--- src/rtl/sum_accumulator_pkg.sv ---
// Shared types and the saturating-add helper for the sum accumulator.
// sat_add works on a fixed 64-bit carrier; sat_adder slices it to the real width.
package sum_accumulator_pkg;

  typedef enum logic {ACC_ST_ACCUM, ACC_ST_HOLD} acc_state_e;

  localparam int unsigned SAT_CARRIER_W = 64;

  // Returns {carry, clamped}; clamped saturates at 2^width-1 (width <= 63).
  function automatic logic [SAT_CARRIER_W:0] sat_add(
    input logic [SAT_CARRIER_W-1:0] acc,
    input logic [SAT_CARRIER_W-1:0] inc,
    input int unsigned              width
  );
    logic [SAT_CARRIER_W:0]   full;
    logic [SAT_CARRIER_W-1:0] max_val;
    logic                     carry;
    max_val = {SAT_CARRIER_W{1'b1}} >> (SAT_CARRIER_W - width);
    full    = {1'b0, acc} + {1'b0, inc};
    carry   = (full > {1'b0, max_val});
    return {carry, (carry ? max_val : full[SAT_CARRIER_W-1:0])};
  endfunction

endpackage

--- src/rtl/sum_accumulator_sat_adder.sv ---
// Combinational W-bit saturating adder; carry flags that the result was clamped.
module sat_adder
  import sum_accumulator_pkg::*;
#(
  parameter int W = 16
) (
  input  logic [W-1:0] a,
  input  logic [W-1:0] b,
  output logic [W-1:0] sum,
  output logic         carry
);

  logic [SAT_CARRIER_W:0] result;
  logic                   unused_hi;

  assign result    = sat_add(SAT_CARRIER_W'(a), SAT_CARRIER_W'(b), W);
  assign sum       = result[W-1:0];
  assign carry     = result[SAT_CARRIER_W];
  assign unused_hi = ^result[SAT_CARRIER_W-1:W];

endmodule

--- src/rtl/sum_accumulator.sv ---
// Accumulates frames of adder sums into a saturating total with beat count and
// sticky overflow. Handshakes: a transfer happens on any cycle where valid && ready.
module sum_accumulator
  import sum_accumulator_pkg::*;
#(
  parameter int DATA_WIDTH = 8,
  parameter int ACC_WIDTH  = 16,
  parameter int COUNT      = 4,
  parameter int CNT_W      = $clog2(COUNT + 1)
) (
  input  logic                  clk,
  input  logic                  rst,
  input  logic                  in_valid,
  output logic                  in_ready,
  input  logic [DATA_WIDTH:0]   in_sum,
  input  logic                  flush,
  output logic                  out_valid,
  input  logic                  out_ready,
  output logic [ACC_WIDTH-1:0]  out_data,
  output logic [CNT_W-1:0]      out_count,
  output logic                  out_overflow
);

  if (ACC_WIDTH < DATA_WIDTH + 1) begin : g_bad_acc_width
    $error("sum_accumulator: ACC_WIDTH must be >= DATA_WIDTH+1");
  end
  if (ACC_WIDTH > 63) begin : g_bad_acc_max
    $error("sum_accumulator: ACC_WIDTH must be <= 63");
  end
  if (COUNT < 1) begin : g_bad_count
    $error("sum_accumulator: COUNT must be >= 1");
  end

  acc_state_e           state, state_next;
  logic [ACC_WIDTH-1:0] acc;
  logic [CNT_W-1:0]     cnt;
  logic                 ovf;

  logic                 accept;
  logic                 close_frame;
  logic                 release_frame;
  logic [CNT_W-1:0]     cnt_inc;
  logic [ACC_WIDTH-1:0] acc_sum;
  logic                 acc_carry;

  sat_adder #(.W(ACC_WIDTH)) u_sat_adder (
    .a     (acc),
    .b     (ACC_WIDTH'(in_sum)),
    .sum   (acc_sum),
    .carry (acc_carry)
  );

  assign cnt_inc = cnt + CNT_W'(1);

  always_ff @(posedge clk or posedge rst) begin
    if (rst) state <= ACC_ST_ACCUM;
    else     state <= state_next;
  end

  always_comb begin
    state_next    = state;
    in_ready      = 1'b0;
    out_valid     = 1'b0;
    accept        = 1'b0;
    close_frame   = 1'b0;
    release_frame = 1'b0;
    case (state)
      ACC_ST_ACCUM: begin
        in_ready = 1'b1;
        accept   = in_valid;
        // A lone flush on an empty frame is dropped rather than emitting a zero-beat result.
        close_frame = (accept && (cnt_inc == CNT_W'(COUNT)))
                   || (flush && ((cnt != '0) || accept));
        if (close_frame) state_next = ACC_ST_HOLD;
      end
      ACC_ST_HOLD: begin
        out_valid     = 1'b1;
        release_frame = out_ready;
        if (out_ready) state_next = ACC_ST_ACCUM;
      end
      default: state_next = ACC_ST_ACCUM;
    endcase
  end

  always_ff @(posedge clk or posedge rst) begin
    if (rst) begin
      acc <= '0;
      cnt <= '0;
      ovf <= 1'b0;
    end else if (release_frame) begin
      acc <= '0;
      cnt <= '0;
      ovf <= 1'b0;
    end else if (accept) begin
      acc <= acc_sum;
      cnt <= cnt_inc;
      ovf <= ovf | acc_carry;
    end
  end

  assign out_data     = acc;
  assign out_count    = cnt;
  assign out_overflow = ovf;

endmodule

--- config.mk ---
export PLATFORM = sky130hd
export DESIGN_NAME = sum_accumulator
export DESIGN_NICKNAME = d
export VERILOG_FILES = /design/src/rtl/sum_accumulator_pkg.sv /design/src/rtl/sum_accumulator_sat_adder.sv /design/src/rtl/sum_accumulator.sv
export SDC_FILE = /design/constraint.sdc
export NUM_CORES = 1
export LEC_CHECK = 0
export ABC_AREA = 1
export CORE_MARGIN = 2
export CORE_UTILIZATION = 59
export CTS_BUF_LIST = sky130_fd_sc_hd__clkbuf_4
export DETAILED_ROUTE_END_ITERATION = 8
export PLACE_DENSITY = 0.92
export SYNTH_ARGS = -nofsm -noshare
export SYNTH_HDL_FRONTEND = slang
export SYNTH_HIERARCHICAL = 1
export SYNTH_SLANG_ARGS = --single-unit
--- constraint.sdc ---
create_clock -name clk -period 5.7 [get_ports clk]
set_clock_uncertainty 0.2 [all_clocks]
set_input_delay 1.14 -clock clk [delete_from_list [all_inputs] [get_ports clk]]
set_output_delay 1.14 -clock clk [all_outputs]
set_load 0.03 [all_outputs]
==> run metrics <==
status=complete, no violations; Starting Density=61.4%; Routed Antenna Nets=0; MaxCap Viol Count=0; Mapped Area=2030 um^2; layout cell share with drive strength beyond 1=10.3%; initial antenna violation count=0; gr usage total=23.8%; # setup viols final=0; fin util=73.8%; Mapped Cells=308; Clock Sinks=21; crit path to=out_data[12]$_DFFE_PP0P_; core area=3310 um^2; Tot Pwr=0.00136 W; Post-synth ARST share=100%; sequential element share of the synthesized area=25.9%; RSZ-0062 raised after global routing=false; largest cells by area after synthesis=dfrtp_1, nand2_1, ha_1, inv_1, nand2_2; Fin Setup TNS=0 ns; area fraction of the dominant cell type after synthesis=25.9%; die width=62.7 um; ys flop type=dfrtp_1; Crit. Startpoint=in_sum[0]; clk_lat worst skew=0.31 ns; vias in the first global route=1,882; WL per Instance=10.7 um; Vias=1,970; height of the die=62.7 um; reg2reg end=out_data[12]$_DFFE_PP0P_; post-DP HPWL=3.27 mm; clk slew on worst S/H paths=0.13 ns; Layout area overhead=20.3%; Vias per Instance=4.97; fin nets=385; CP Capture Type=flop; grt ovf=0; post-cts resize count=0; Max Clk Rate=310 MHz; Setup Crit Path Kind=input pin to flop; Setup Fix Bufs, Post-CTS=0; worst min path class=flop to flop; Final Hold Fails=0; Slew Limit Fails=0; Synth area leader=dfrtp_1; pwr dens=556 nW/um^2; Yosys reg bits=21; crit path launch type=input pin; CP arrival=3.25 ns; min cycle time layout=3.23 ns; gpl congestion=0.895; Max FO, Critical Path=17; fill cell count=277; maximum vdd drop=364 uV; largest net degree at the start of global routing=22; I/O pin count=36; Yosys warning count=6; most common library cells after synthesis=nand2_1, inv_1, dfrtp_1; overall routed net length=4.26 mm; first-pass GRT wire length=7.66 mm; Worst Max-Slew Pin Slew=0.834 ns; Relative slew margins=44.3%; Tcrit/Tclk final=56.6%; Bufs on Longest Clock Path=2; diodes inserted=0; Die ar.=3930 um^2; DRT Pass-1 Iters=5; number of port buffers=35; FF-to-FF setup slack=3.25 ns; Required @ worst endpoint=5.72 ns; H-tree depth=1; leak pwr=1.42 nW; CTS Buf Count=3; count leader, synth=nand2_1; Min Hold Slack=0.317 ns; synth unique cells=30; r2r worst-path depth=12; hold buffers post-CTS=0; drt drc=0; Post-synth EDFFs=0; Rows=21; TritonCTS clock tree=done; syn_area_per_cell=6.60 um^2; initial DRC count=100; RR Startpoint=out_data[0]$_DFFE_PP0P_; CTS root buf=clkbuf_4
-- area by class of cell --
type                            count  area [um^2]  area share [%]
Clock buffer                        4         30.0            1.23
Inverter                           51          194            7.93
Multi-Input combinational cell    239         1290            52.7
Sequential cell                    21          526            21.5
Tap cell                           46         57.6            2.35
Timing Repair Buffer               35          350            14.3
-- sequential cells by signal, summed over array words and instances, names as in the netlist --
register / flops
out_data: 16
out_count: 3
out_overflow: 1
state: 1
-- where the power goes --
part           switching, W  internal [W]
clock network     0.0000497     0.0000321
logic              0.000621      0.000384
registers         0.0000562      0.000215
-- through the flow --
stage | cells | instance area, um^2 | setup slack (ns)
2_1_floorplan | 314 | 2050 | 2.88
3_3_place_gp | 392 | 2410 | 2.22
3_5_place_dp | 392 | 2410 | 2.16
4_1_cts | 396 | 2440 | 2.51
5_1_grt | 396 | 2440 | 2.34
6_report | 396 | 2440 | 2.47
-- worst min-delay path by stage --
stage | from | endpoint | slack [ns] | cells past startpoint
3_5_place_dp | out_data[5]$_DFFE_PP0P_ | out_data[5]$_DFFE_PP0P_ | 0.29 | 2
5_1_grt | out_data[5]$_DFFE_PP0P_ | out_data[5]$_DFFE_PP0P_ | 0.36 | 2
3_3_place_gp | out_data[5]$_DFFE_PP0P_ | out_data[5]$_DFFE_PP0P_ | 0.28 | 2
4_1_cts | out_data[7]$_DFFE_PP0P_ | out_data[7]$_DFFE_PP0P_ | 0.32 | 2
6_report | out_data[7]$_DFFE_PP0P_ | out_data[7]$_DFFE_PP0P_ | 0.32 | 2
2_1_floorplan | out_data[10]$_DFFE_PP0P_ | out_data[10]$_DFFE_PP0P_ | 0.46 | 2
-- routing by layer --
| metal | vias up | GRT usage, % | share of wire, % |
|---|---|---|---|
| li1 | 1014 | - | - |
| met1 | 875 | 29.1 | 45 |
| met2 | 73 | 41.9 | 47 |
| met3 | 8 | 2.88 | 6.6 |
| met4 | 0 | 10.6 | 1.8 |
| met5 | - | 0 | 0 |
-- critical path, stage by stage --
cell             delay [ns]
clkdlybuf4s50_1        0.40
ha_1                   0.19
inv_1                  0.07
fa_1                   0.20
inv_1                  0.07
nand3_1                0.07
nand3_2                0.10
nand2_2                0.09
nand3_2                0.09
a21oi_4                0.53
nand2_1                0.12
nand2_1                0.10
nand2_1                0.06
-- kinds of logic after synthesis --
family,Yosys count,share of synthesized area [%]
other,1,0.185
adder cells (fa/ha/maj),20,12.7
AND/OR/NAND/NOR,189,41.1
buffers and inverters,54,11.9
flip-flops,21,25.9
AO/OA/AOI/OAI,17,5.67
XOR/XNOR,6,2.59
-- layout by cell type (no fill, tap or decap) --
master | Yosys | routed
a21o_1 | 1 | 1
a21oi_1 | 9 | 9
a21oi_4 | 2 | 2
clkbuf_4 | 0 | 4
clkdlybuf4s50_1 | 0 | 35
clkinv_1 | 1 | 1
conb_1 | 1 | 7
dfrtp_1 | 21 | 21
fa_1 | 1 | 1
ha_1 | 19 | 19
inv_1 | 44 | 44
inv_2 | 5 | 5
inv_4 | 1 | 1
nand2_1 | 139 | 139
nand2_2 | 15 | 15
nand2_4 | 2 | 2
nand3_1 | 7 | 7
nand3_2 | 3 | 3
nand3b_1 | 5 | 5
nand4_1 | 3 | 3
nor2_1 | 9 | 9
nor2_4 | 1 | 1
nor3_1 | 3 | 3
nor3_2 | 1 | 1
o21ai_0 | 3 | 3
o21ai_2 | 1 | 1
o22ai_1 | 1 | 1
or2_2 | 1 | 1
xnor2_1 | 4 | 4
xor2_1 | 2 | 2
No activity file was read; power rests on OpenSTA's default activity.
==> variant, RTL diff (same settings) <==
Put one more register stage on the output `out_overflow`, cleared by the reset. The value now appears one clock later. The other outputs are not delayed to match.
--- a/src/rtl/sum_accumulator.sv
+++ b/src/rtl/sum_accumulator.sv
@@ -101,5 +101,11 @@
   assign out_data     = acc;
   assign out_count    = cnt;
-  assign out_overflow = ovf;
+  always_ff @(posedge clk or posedge rst) begin
+    if (rst) begin
+      out_overflow <= '0;
+    end else begin
+      out_overflow <= ovf;
+    end
+  end
 
 endmodule
Check against the original RTL: same outputs for any inputs over 10 cycles, from zero or initial values and one cycle with rst high; that may be too few to reach the edited logic, so the function may still have changed.
==> variant against the unedited design <==
Total power up 1.7%. Core utilization up 0.056 points. Wire length up 7.2%. Register-to-register slack about the same. Sequential cell count up 1. Setup slack worse by 13 ps. Synthesized cell count up 0.32%. Die area up 1.2%. Area after synthesis up 1.2%. Final area up 0.87%. Critical path type unchanged. Largest cell class unchanged.
==> variant: results <==
set metrics [dict create \
    postPlaceCellArea_sq_mm 0.00244 \
    synth_area_leaders "dfrtp_1 (27%), nand2_1 (25%), ha_1 (12%)" \
    clk_pin_slew_worst_paths_ps 140 \
    grt_pass1_wl_mm 7.73 \
    largest_reg_flops 16 \
    dp_cells 393 \
    wl_per_cell_um 11.5 \
    power.share.switching_pct 53.9 \
    dp_hpwl_mm 3.48 \
    grt_pass1_vias 1877 \
    grtUsageTotal_pct 24.1 \
    place.gp.congestion 0.892 \
    synth_cells 309 \
    worstMarginPinSlew_ps 910 \
    status "finished, final reports clean" \
    synthTopCellsByCount "nand2_1 (139), inv_1 (44), dfrtp_1 (22)" \
    drtPass1Iterations 4 \
    num-fill-cells 289 \
    grt_antenna_before_repair 0 \
    drive_above_1_share_pct 9.97 \
    routed_wl_mm 4.56 \
    postCtsSetupRepairBufs 0 \
    place_ws_ps 2140 \
    slowest_delay_ps 530 \
    grt_max_degree 23 \
    vdd_ir_drop_max_mv 0.339 \
    ys_seq_area_share_pct 26.8 \
    vias 1965 \
    cp.arrival_ps 3270 \
    leakagePower_nw 1.43 \
    drtIter0Drc 81 \
]
variant: cell count changes in the layout (fill, tap and decap cells not counted), sizes merged:
cell | unedited run | this run
clkbuf | 4 | 3
clkinv | 1 | 2
dfrtp | 21 | 22
variant: path summary, 6_finish.rpt:
kind	slack (ps)	depth (start not counted)	to	from
max reg2reg	3240	12	out_data[10]	out_data[0]
max	2460	13	out_data[10]	in_sum[0]
min reg2reg	250	0	out_overflow	ovf
min in group asynchronous	1090	2	out_count[1]	rst
min	250	0	out_overflow	ovf
max in group asynchronous	3650	2	out_data[7]	rst
variant: cell type report:
cell class                      instances  area [sq um]  share of cell area [%]
Clock buffer                            3          22.5                   0.913
Tap cell                               46          57.6                    2.33
Inverter                               51           194                    7.86
Timing Repair Buffer                   35           350                    14.2
Clock inverter                          1          3.75                   0.152
Sequential cell                        22           551                    22.3
Multi-Input combinational cell        239          1290                    52.2
variant: cell families (layout without fill, tap and decap cells):
| group | after synthesis | in the layout | share of synthesized area [%] |
|---|---|---|---|
| buf+inv | 54 | 90 | 11.7 |
| fa+ha+maj | 20 | 20 | 12.5 |
| xor+xnor | 6 | 6 | 2.55 |
| simple gates | 189 | 189 | 40.6 |
| other cells | 1 | 7 | 0.182 |
| flops | 22 | 22 | 26.8 |
| compound gates | 17 | 17 | 5.60 |
variant: routing by layer:
metal / vias up / track usage [%] / wire [um]
met5: - / 0 / 0
met4: 0 / 10.0 / 70
met3: 10 / 4.14 / 213
met2: 56 / 43.4 / 2210
met1: 883 / 28.1 / 2070
li1: 1016 / - / -
variant: power by group through the flow:
stage	logic, mW	clock network (mW)	registers (mW)
global placement	0.970	0	0.284
floorplan	0.639	0	0.408
CTS	1.01	0.0796	0.286
detailed placement	1.00	0	0.288
finish	1.02	0.0787	0.284
global route	1.12	0.0913	0.293
